[src/rtl/seconds_display_if.sv]
// Bus between the stopwatch (master) and the seconds display (slave):
// the binary count goes in, packed BCD, segment drive and busy come back.
interface seconds_display_if #(
  parameter int SECONDS_WIDTH = 8,
  parameter int DIGITS        = 3
);
  logic [SECONDS_WIDTH-1:0] seconds_in;
  logic [4*DIGITS-1:0]      bcd_out;
  logic [7*DIGITS-1:0]      hex_out;
  logic                     busy;

  modport master (output seconds_in, input bcd_out, hex_out, busy);
  modport slave  (input seconds_in, output bcd_out, hex_out, busy);
endinterface

[src/rtl/seconds_display.sv]
// Sequential double-dabble binary-to-BCD converter that drives active-low
// seven-segment displays, optionally blanking leading zero digits.
module seconds_display #(
  parameter int SECONDS_WIDTH = 8,
  parameter int DIGITS        = 3,
  parameter int BLANK_LEADING = 1
) (
  input  logic              clk,
  input  logic              async_reset,
  seconds_display_if.slave  bus
);

  localparam int STEP_W = $clog2(SECONDS_WIDTH + 1);

  typedef enum logic [1:0] {
    IDLE    = 2'd0,
    CONVERT = 2'd1,
    LOAD    = 2'd2
  } state_t;

  state_t                   state_r;
  logic [SECONDS_WIDTH-1:0] last_value_r;
  logic [SECONDS_WIDTH-1:0] bin_sh_r;
  logic [4*DIGITS-1:0]      bcd_sh_r;
  logic [STEP_W-1:0]        step_r;
  logic [4*DIGITS-1:0]      bcd_adj_s;

  function automatic logic [6:0] seg7(input logic [3:0] nib);
    logic [6:0] seg;
    case (nib)
      4'd0:    seg = 7'h40;
      4'd1:    seg = 7'h79;
      4'd2:    seg = 7'h24;
      4'd3:    seg = 7'h30;
      4'd4:    seg = 7'h19;
      4'd5:    seg = 7'h12;
      4'd6:    seg = 7'h02;
      4'd7:    seg = 7'h78;
      4'd8:    seg = 7'h00;
      4'd9:    seg = 7'h10;
      default: seg = 7'h7F;
    endcase
    return seg;
  endfunction

  // Walk from the top digit down; a display stays blank while every digit at
  // or above it is zero, and display 0 always shows its digit.
  function automatic logic [7*DIGITS-1:0] decode_all(input logic [4*DIGITS-1:0] bcd);
    logic [7*DIGITS-1:0] segs;
    logic                lead;
    segs = '0;
    lead = 1'b1;
    for (int i = DIGITS - 1; i >= 0; i--) begin
      if (bcd[4*i +: 4] != 4'd0) begin
        lead = 1'b0;
      end else begin
        lead = lead;
      end
      if ((BLANK_LEADING != 0) && lead && (i > 0)) begin
        segs[7*i +: 7] = 7'h7F;
      end else begin
        segs[7*i +: 7] = seg7(bcd[4*i +: 4]);
      end
    end
    return segs;
  endfunction

  function automatic logic [4*DIGITS-1:0] add3(input logic [4*DIGITS-1:0] bcd);
    logic [4*DIGITS-1:0] res;
    res = bcd;
    for (int i = 0; i < DIGITS; i++) begin
      if (bcd[4*i +: 4] >= 4'd5) begin
        res[4*i +: 4] = bcd[4*i +: 4] + 4'd3;
      end else begin
        res[4*i +: 4] = bcd[4*i +: 4];
      end
    end
    return res;
  endfunction

  // Nibble correction ahead of each shift
  always_comb begin
    bcd_adj_s = add3(bcd_sh_r);
  end

  // Conversion FSM with registered BCD and segment outputs
  always_ff @(posedge clk) begin
    if (!async_reset) begin
      state_r      <= IDLE;
      last_value_r <= '0;
      bin_sh_r     <= '0;
      bcd_sh_r     <= '0;
      step_r       <= '0;
      bus.bcd_out  <= '0;
      bus.hex_out  <= decode_all('0);
    end else begin
      case (state_r)
        IDLE: begin
          if (bus.seconds_in != last_value_r) begin
            bin_sh_r     <= bus.seconds_in;
            last_value_r <= bus.seconds_in;
            bcd_sh_r     <= '0;
            step_r       <= '0;
            state_r      <= CONVERT;
          end else begin
            state_r <= IDLE;
          end
        end
        CONVERT: begin
          bcd_sh_r <= {bcd_adj_s[4*DIGITS-2:0], bin_sh_r[SECONDS_WIDTH-1]};
          bin_sh_r <= {bin_sh_r[SECONDS_WIDTH-2:0], 1'b0};
          step_r   <= step_r + {{(STEP_W-1){1'b0}}, 1'b1};
          if (step_r == STEP_W'(SECONDS_WIDTH - 1)) begin
            state_r <= LOAD;
          end else begin
            state_r <= CONVERT;
          end
        end
        LOAD: begin
          bus.bcd_out <= bcd_sh_r;
          bus.hex_out <= decode_all(bcd_sh_r);
          state_r     <= IDLE;
        end
        default: begin
          state_r <= IDLE;
        end
      endcase
    end
  end

  assign bus.busy = (state_r != IDLE);

endmodule

[src/flat_wrapper.sv]
// flat-port wrapper written by rule: the top's interface ports become plain ports
module seconds_display_flat 
#(
  parameter int SECONDS_WIDTH = 8,
  parameter int DIGITS        = 3,
  parameter int BLANK_LEADING = 1
)
  (clk, async_reset, bus_seconds_in, bus_bcd_out, bus_hex_out, bus_busy);
  seconds_display_if #(.SECONDS_WIDTH(SECONDS_WIDTH), .DIGITS(DIGITS)) bus_i ();
  input  logic clk;
  input  logic async_reset;
  input wire logic [$bits(bus_i.seconds_in)-1:0] bus_seconds_in;
  output wire logic [$bits(bus_i.bcd_out)-1:0] bus_bcd_out;
  output wire logic [$bits(bus_i.hex_out)-1:0] bus_hex_out;
  output wire logic [$bits(bus_i.busy)-1:0] bus_busy;
  assign bus_i.seconds_in = bus_seconds_in;
  assign bus_bcd_out = bus_i.bcd_out;
  assign bus_hex_out = bus_i.hex_out;
  assign bus_busy = bus_i.busy;
  seconds_display #(.SECONDS_WIDTH(SECONDS_WIDTH), .DIGITS(DIGITS), .BLANK_LEADING(BLANK_LEADING)) u_core (.clk(clk), .async_reset(async_reset), .bus(bus_i));
endmodule
[config.mk]
export PLATFORM = sky130hd
export DESIGN_NAME = seconds_display_flat
export DESIGN_NICKNAME = d
export VERILOG_FILES = /design/src/rtl/seconds_display_if.sv /design/src/rtl/seconds_display.sv /design/src/flat_wrapper.sv
export SDC_FILE = /design/constraint.sdc
export NUM_CORES = 1
export LEC_CHECK = 0
export BUFFER_PORTS_ARGS = -buffer_cell sky130_fd_sc_hd__buf_2
export CAP_MARGIN = 20
export CORE_ASPECT_RATIO = 1.25
export CORE_MARGIN = 1
export CORE_UTILIZATION = 50
export CTS_CLUSTER_SIZE = 12
export DETAILED_ROUTE_END_ITERATION = 16
export GPL_ROUTABILITY_DRIVEN = 0
export HOLD_SLACK_MARGIN = 0.06
export MAX_ROUTING_LAYER = met4
export PLACE_DENSITY = 0.7
export SKIP_LAST_GASP = 1
export SYNTH_ARGS = -nofsm -noshare
export SYNTH_HDL_FRONTEND = slang
export SYNTH_SLANG_ARGS = --single-unit
[constraint.sdc]
create_clock -name clk -period 2.7 [get_ports clk]
set_clock_uncertainty 0.2 [all_clocks]
set_input_delay 0.27 -clock clk [delete_from_list [all_inputs] [get_ports clk]]
set_output_delay 0.27 -clock clk [all_outputs]
set_load 0.01 [all_outputs]
Word level (Yosys, flattened, before mapping) --
Memory sizes are Yosys's and may differ from the RTL's. A register that Yosys moved wholly into a read port is not among the register bits. Index checks and enable logic that the tools add are counted.
Storage, ports and cells: flip-flop bits (word level) 67, ROM bits 336, input port bits 10, output and inout port bits 34, word-level logic and storage cells 54, memories 3
Cells by class: add/sub/neg operators 4, $lt $le $gt $ge 3, equal/unequal tests 5, muxes and demuxes 24, reduce and logical (&&, ||, !) cells 8
Memory list:
- (no name shown) | words 16, bits a word 7, read ports 1, clocked after memory_dff 1, wr ports 0, line seconds_display.sv:30 | case (nib)
- (no name shown) | words 16, bits a word 7, read ports 1, clocked after memory_dff 1, wr ports 0, line seconds_display.sv:30
- (no name shown) | words 16, bits a word 7, read ports 1, clocked after memory_dff 1, wr ports 0, line seconds_display.sv:30
Operator list (number):
- two-way mux 4 bit | 7
- case mux 12 bit (2 select lines) | 1
- case mux 8 bit (2 select lines) | 1
- two-way mux 7 bit | 2
- greater-or-equal comparator 4 x 3 -> 1 bit, second input constant | 3
- two-way mux 12 bit | 1
- adder 4 x 2 -> 4 bit, second input constant | 2
- two-way mux 8 bit | 1
- != test 8 bit | 1
- case mux 4 bit (2 select lines) | 1
- nonzero test 4 bit | 2
- two-way mux 1 bit | 7
- adder 4 x 1 -> 4 bit, second input constant | 1
- == test 4 x 3 -> 1 bit, second input constant | 1
- case mux 2 bit (2 select lines) | 1
- AND reduction 2 bit | 2
- nonzero test 2 bit | 2
- adder 3 x 2 -> 3 bit, second input constant | 1
- two-way mux 3 bit | 1
- == test 2 x 1 -> 1 bit, second input constant | 1
- == test 2 bit, second input constant | 1
- logical NOT 2 bit | 1
- two-way mux 2 bit | 1
- != test 2 x 1 -> 1 bit, second input constant | 1
- logical NOT 1 bit | 1

Logic depth before layout (Yosys ltp) --
depth in word-level cells 8, gate-level depth with buffers 12, gate-level depth less buffers 11

Worst setup path before layout --
No wires, ideal clock.
path kind register to register, start point register u_core.bcd_sh_r[1], end point register with a tool-made name, setup time 0.135 ns, data arrival time 1.982 ns, data required time 2.365 ns, setup slack 0.383 ns, cell stages (with the launch flop) 12, path buffers 1, clock period less this slack 2.317 ns, cells stage by stage dfxtp_1 clkbuf_1 inv_1 ha_1 nor2b_1 nor3_1 a21oi_1 o2bb2ai_2 inv_1 ha_1 mux2i_1 a21oi_1
RTL lines:
- start: declaration | line seconds_display.sv:24 | logic [4*DIGITS-1:0] bcd_sh_r;
- start signal: assignment | line seconds_display.sv:110 | bcd_sh_r <= {bcd_adj_s[4*DIGITS-2:0], bin_sh_r[SECONDS_WIDTH-1]};

==> out/qor.yml <==
run_status:
  status: "completed"
synth:
  syn-mean-instance-area_um2: 8.69
  synthArstFlopShare: 0
  synth_nets: 459
  synth_flop_cell: "dfxtp_1"
  ys_ff_latch: 81
  synth-seq-area-share: 0.437
  syn-instance-count: 427
  yosysWarnings: 0
  synth_area_um2: 3710
  synth_edf_count: 0
  synth_cell_types: 51
die:
  num_rows: 34
  initial_core_util: 0.525
  die_area_um2: 7770
  chipHeight_um: 98.3
  io_pins: 44
  die_w_um: 79.0
  core_area_um2: 7060
global_route:
  grt_max_degree: 33
  grt_pass1_wl_um: 13600
  antenna_found_initial: 0
  grt_usage: 0.228
  use_met1: 0.272
  globalRouteOverflowTotal: 0
  grt_pass1_vias: 3009
  grt_use_met2: 0.373
  use_met3: 0.0402
  top_usage_layer: "met2"
pwr:
  p_total_mw: 2.33
  swShare: 0.213
  power_frac_seq: 0.525
  ir_drop_v: 0.000333
  p_clk_frac: 0.426
  intPower_mw: 1.83
  combPwrFrac: 0.048
  power_switching_mw: 0.496
  p_per_area_nw_per_um2: 530
  p_leak_nw: 1.90
timing:
  period_needed_ps: 2620
  slew_viol_final: 0
  rsz0062_at_grt: "true"
  fin_crit_sh: 0.970
  setup_viol: 0
  relSlewSlack: 0.440
  finalHoldViolations: 0
  tightest_slew_ps: 838
  max_freq_mhz: 382
min_path:
  min_path_type: "input pin to flop"
clock_network:
  cts_tree: "done"
  cts_root_buf: "clkbuf_8"
  clock_sinks: 81
  cts_buffer_depth: 2
  clock_latency_ps: 340
  cts_made_buffers: 9
  path_clk_slew_ps: 80
  htreeDepth: 3
final_layout:
  mostFrequentLayoutCells: "dfxtp_1 (81), nand2_1 (72), buf_2 (43)"
  finalNonFillerCells: 577
  fin_area_um2: 4390
  diodes: 0
  fin_nets: 514
  final_common_cell: "dfxtp_1"
  syn_to_final_growth_pct: 18.3
  drive_gt1_frac: 0.187
placed_design:
  place_hpwl_um: 5650
  portBuffers: 43
  placed_cells: 552
  placed_cell_area_um2: 4060
critical_path:
  crit_path_start_kind: "input pin"
  critical_path_required_ps: 2760
  crit_start: "bus_seconds_in[6]"
  cp-end-kind: "flop"
  worst-r2r-setup-slack_ps: 190
  worstPathArrival_ps: 2680
  critical_path_class: "input pin to flop"
  r2r-start: "u_core.bcd_sh_r[5]$_SDFFE_PN0N_"
  rr_worst_depth: 10
  crit_fanout: 16
flow_run:
  cap_violations: 0
detailed_routing:
  vias_per_cell: 5.38
  wl_um: 8120
  routedWlPerCell_um: 14.1
  drc: 0
  vias: 3107
  drtIter0Drc: 153
  antenna_left: 0
  drt_pass1_iterations: 4
## kinds of logic (layout without fill, tap and decap cells)
family	after synthesis	in the layout	share of synthesized area
DFF	81	81	0.437
and+or+nand+nor	144	144	0.177
xor gates and xnor gates	14	14	0.0331
adders and majority gates	22	22	0.0742
AOI/OAI and AO/OA	101	101	0.180
muxes	15	15	0.0418
buffers and inverters	50	110	0.0567
## how the worst min path moves through the flow
| stage | slack, ps | cells after the start | to | from |
|---|---|---|---|---|
| 2_1_floorplan | 210 | 2 | u_core.last_value_r[2]$_SDFFE_PN0N_ | bus_seconds_in[2] |
| 3_3_place_gp | 230 | 2 | u_core.bus.hex_out[8]$_SDFFE_PN1N_ | flop |
| 3_5_place_dp | 230 | 2 | u_core.bus.hex_out[9]$_SDFFE_PN1N_ | flop |
| 4_1_cts | 120 | 4 | u_core.bin_sh_r[0]$_SDFFE_PN0N_ | bus_seconds_in[0] |
| 5_1_grt | 160 | 4 | u_core.bin_sh_r[0]$_SDFFE_PN0N_ | bus_seconds_in[0] |
| 6_report | 130 | 4 | u_core.bin_sh_r[0]$_SDFFE_PN0N_ | bus_seconds_in[0] |
## worst max-delay path: stages
cell and delay, ps:
dlygate4sd3_1 530, buf_2 140, xor2_1 160, nor4_2 270, a41o_1 260, buf_12 160, a22o_2 230, inv_1 100
ha_1 200, inv_1 80, mux2i_1 80, a21oi_1 190
## power groups by stage
stage / clock network [mW] / registers (mW) / logic [mW]
4_1_cts: 1.02 / 1.22 / 0.111
3_3_place_gp: 0 / 1.25 / 0.0989
6_report: 0.992 / 1.22 / 0.112
3_5_place_dp: 0 / 1.25 / 0.101
5_1_grt: 1.07 / 1.22 / 0.124
2_1_floorplan: 0 / 1.25 / 0.0662
## cell usage after synthesis, drive strengths merged, types with 3 or more instances
cell / count / area [um^2]
ha: 22 / 275
xnor2: 5 / 43.8
and3: 3 / 18.8
nand2: 72 / 270
a22o: 5 / 45.0
o221ai: 3 / 26.3
nand2b: 6 / 37.5
o22ai: 10 / 62.6
o21ai: 21 / 105
a31oi: 5 / 37.5
inv: 26 / 97.6
nor2: 33 / 124
buf: 7 / 48.8
dfxtp: 81 / 1620
nand3: 5 / 25.0
a21oi: 36 / 191
o211ai: 3 / 22.5
and2: 3 / 18.8
xor2: 9 / 78.8
nor3: 11 / 66.3
clkbuf: 17 / 63.8
nor2b: 3 / 18.8
a311oi: 7 / 61.3
mux2i: 14 / 140
## layout make-up
class / instances / area [um^2]
Clock inverter: 4 / 75.1
Tap cell: 90 / 113
Fill cell: 630 / 2670
Inverter: 26 / 97.6
Sequential cell: 81 / 1620
Multi-Input combinational cell: 296 / 1890
Clock buffer: 12 / 155
Timing Repair Buffer: 68 / 438
## what timing repair did
item                       4_1_cts  5_1_grt
hold endpoints to repair        20        0
gates resized for setup          0        4
setup endpoints to repair        0       10
setup buffers                    0        0
hold buffers                     9        0
## metrics by stage
step / util / hold WS [ps] / setup slack (ps) / TNS (ps)
4_1_cts: 0.620 / 120 / 17.1 / 0
3_3_place_gp: 0.575 / 230 / 239 / 0
2_1_floorplan: - / 206 / 383 / 0
3_5_place_dp: 0.575 / 229 / 146 / 0
6_report: 0.622 / 135 / 80.5 / 0
5_1_grt: 0.622 / 157 / -50.4 / -101
## routing by layer
metal / vias up / part of all wire
met5: - / 0
met4: 0 / 0.016
met3: 15 / 0.046
met2: 71 / 0.50
met1: 1449 / 0.44
li1: 1572 / -
Note: power is estimated with default switching activity, not from simulation.
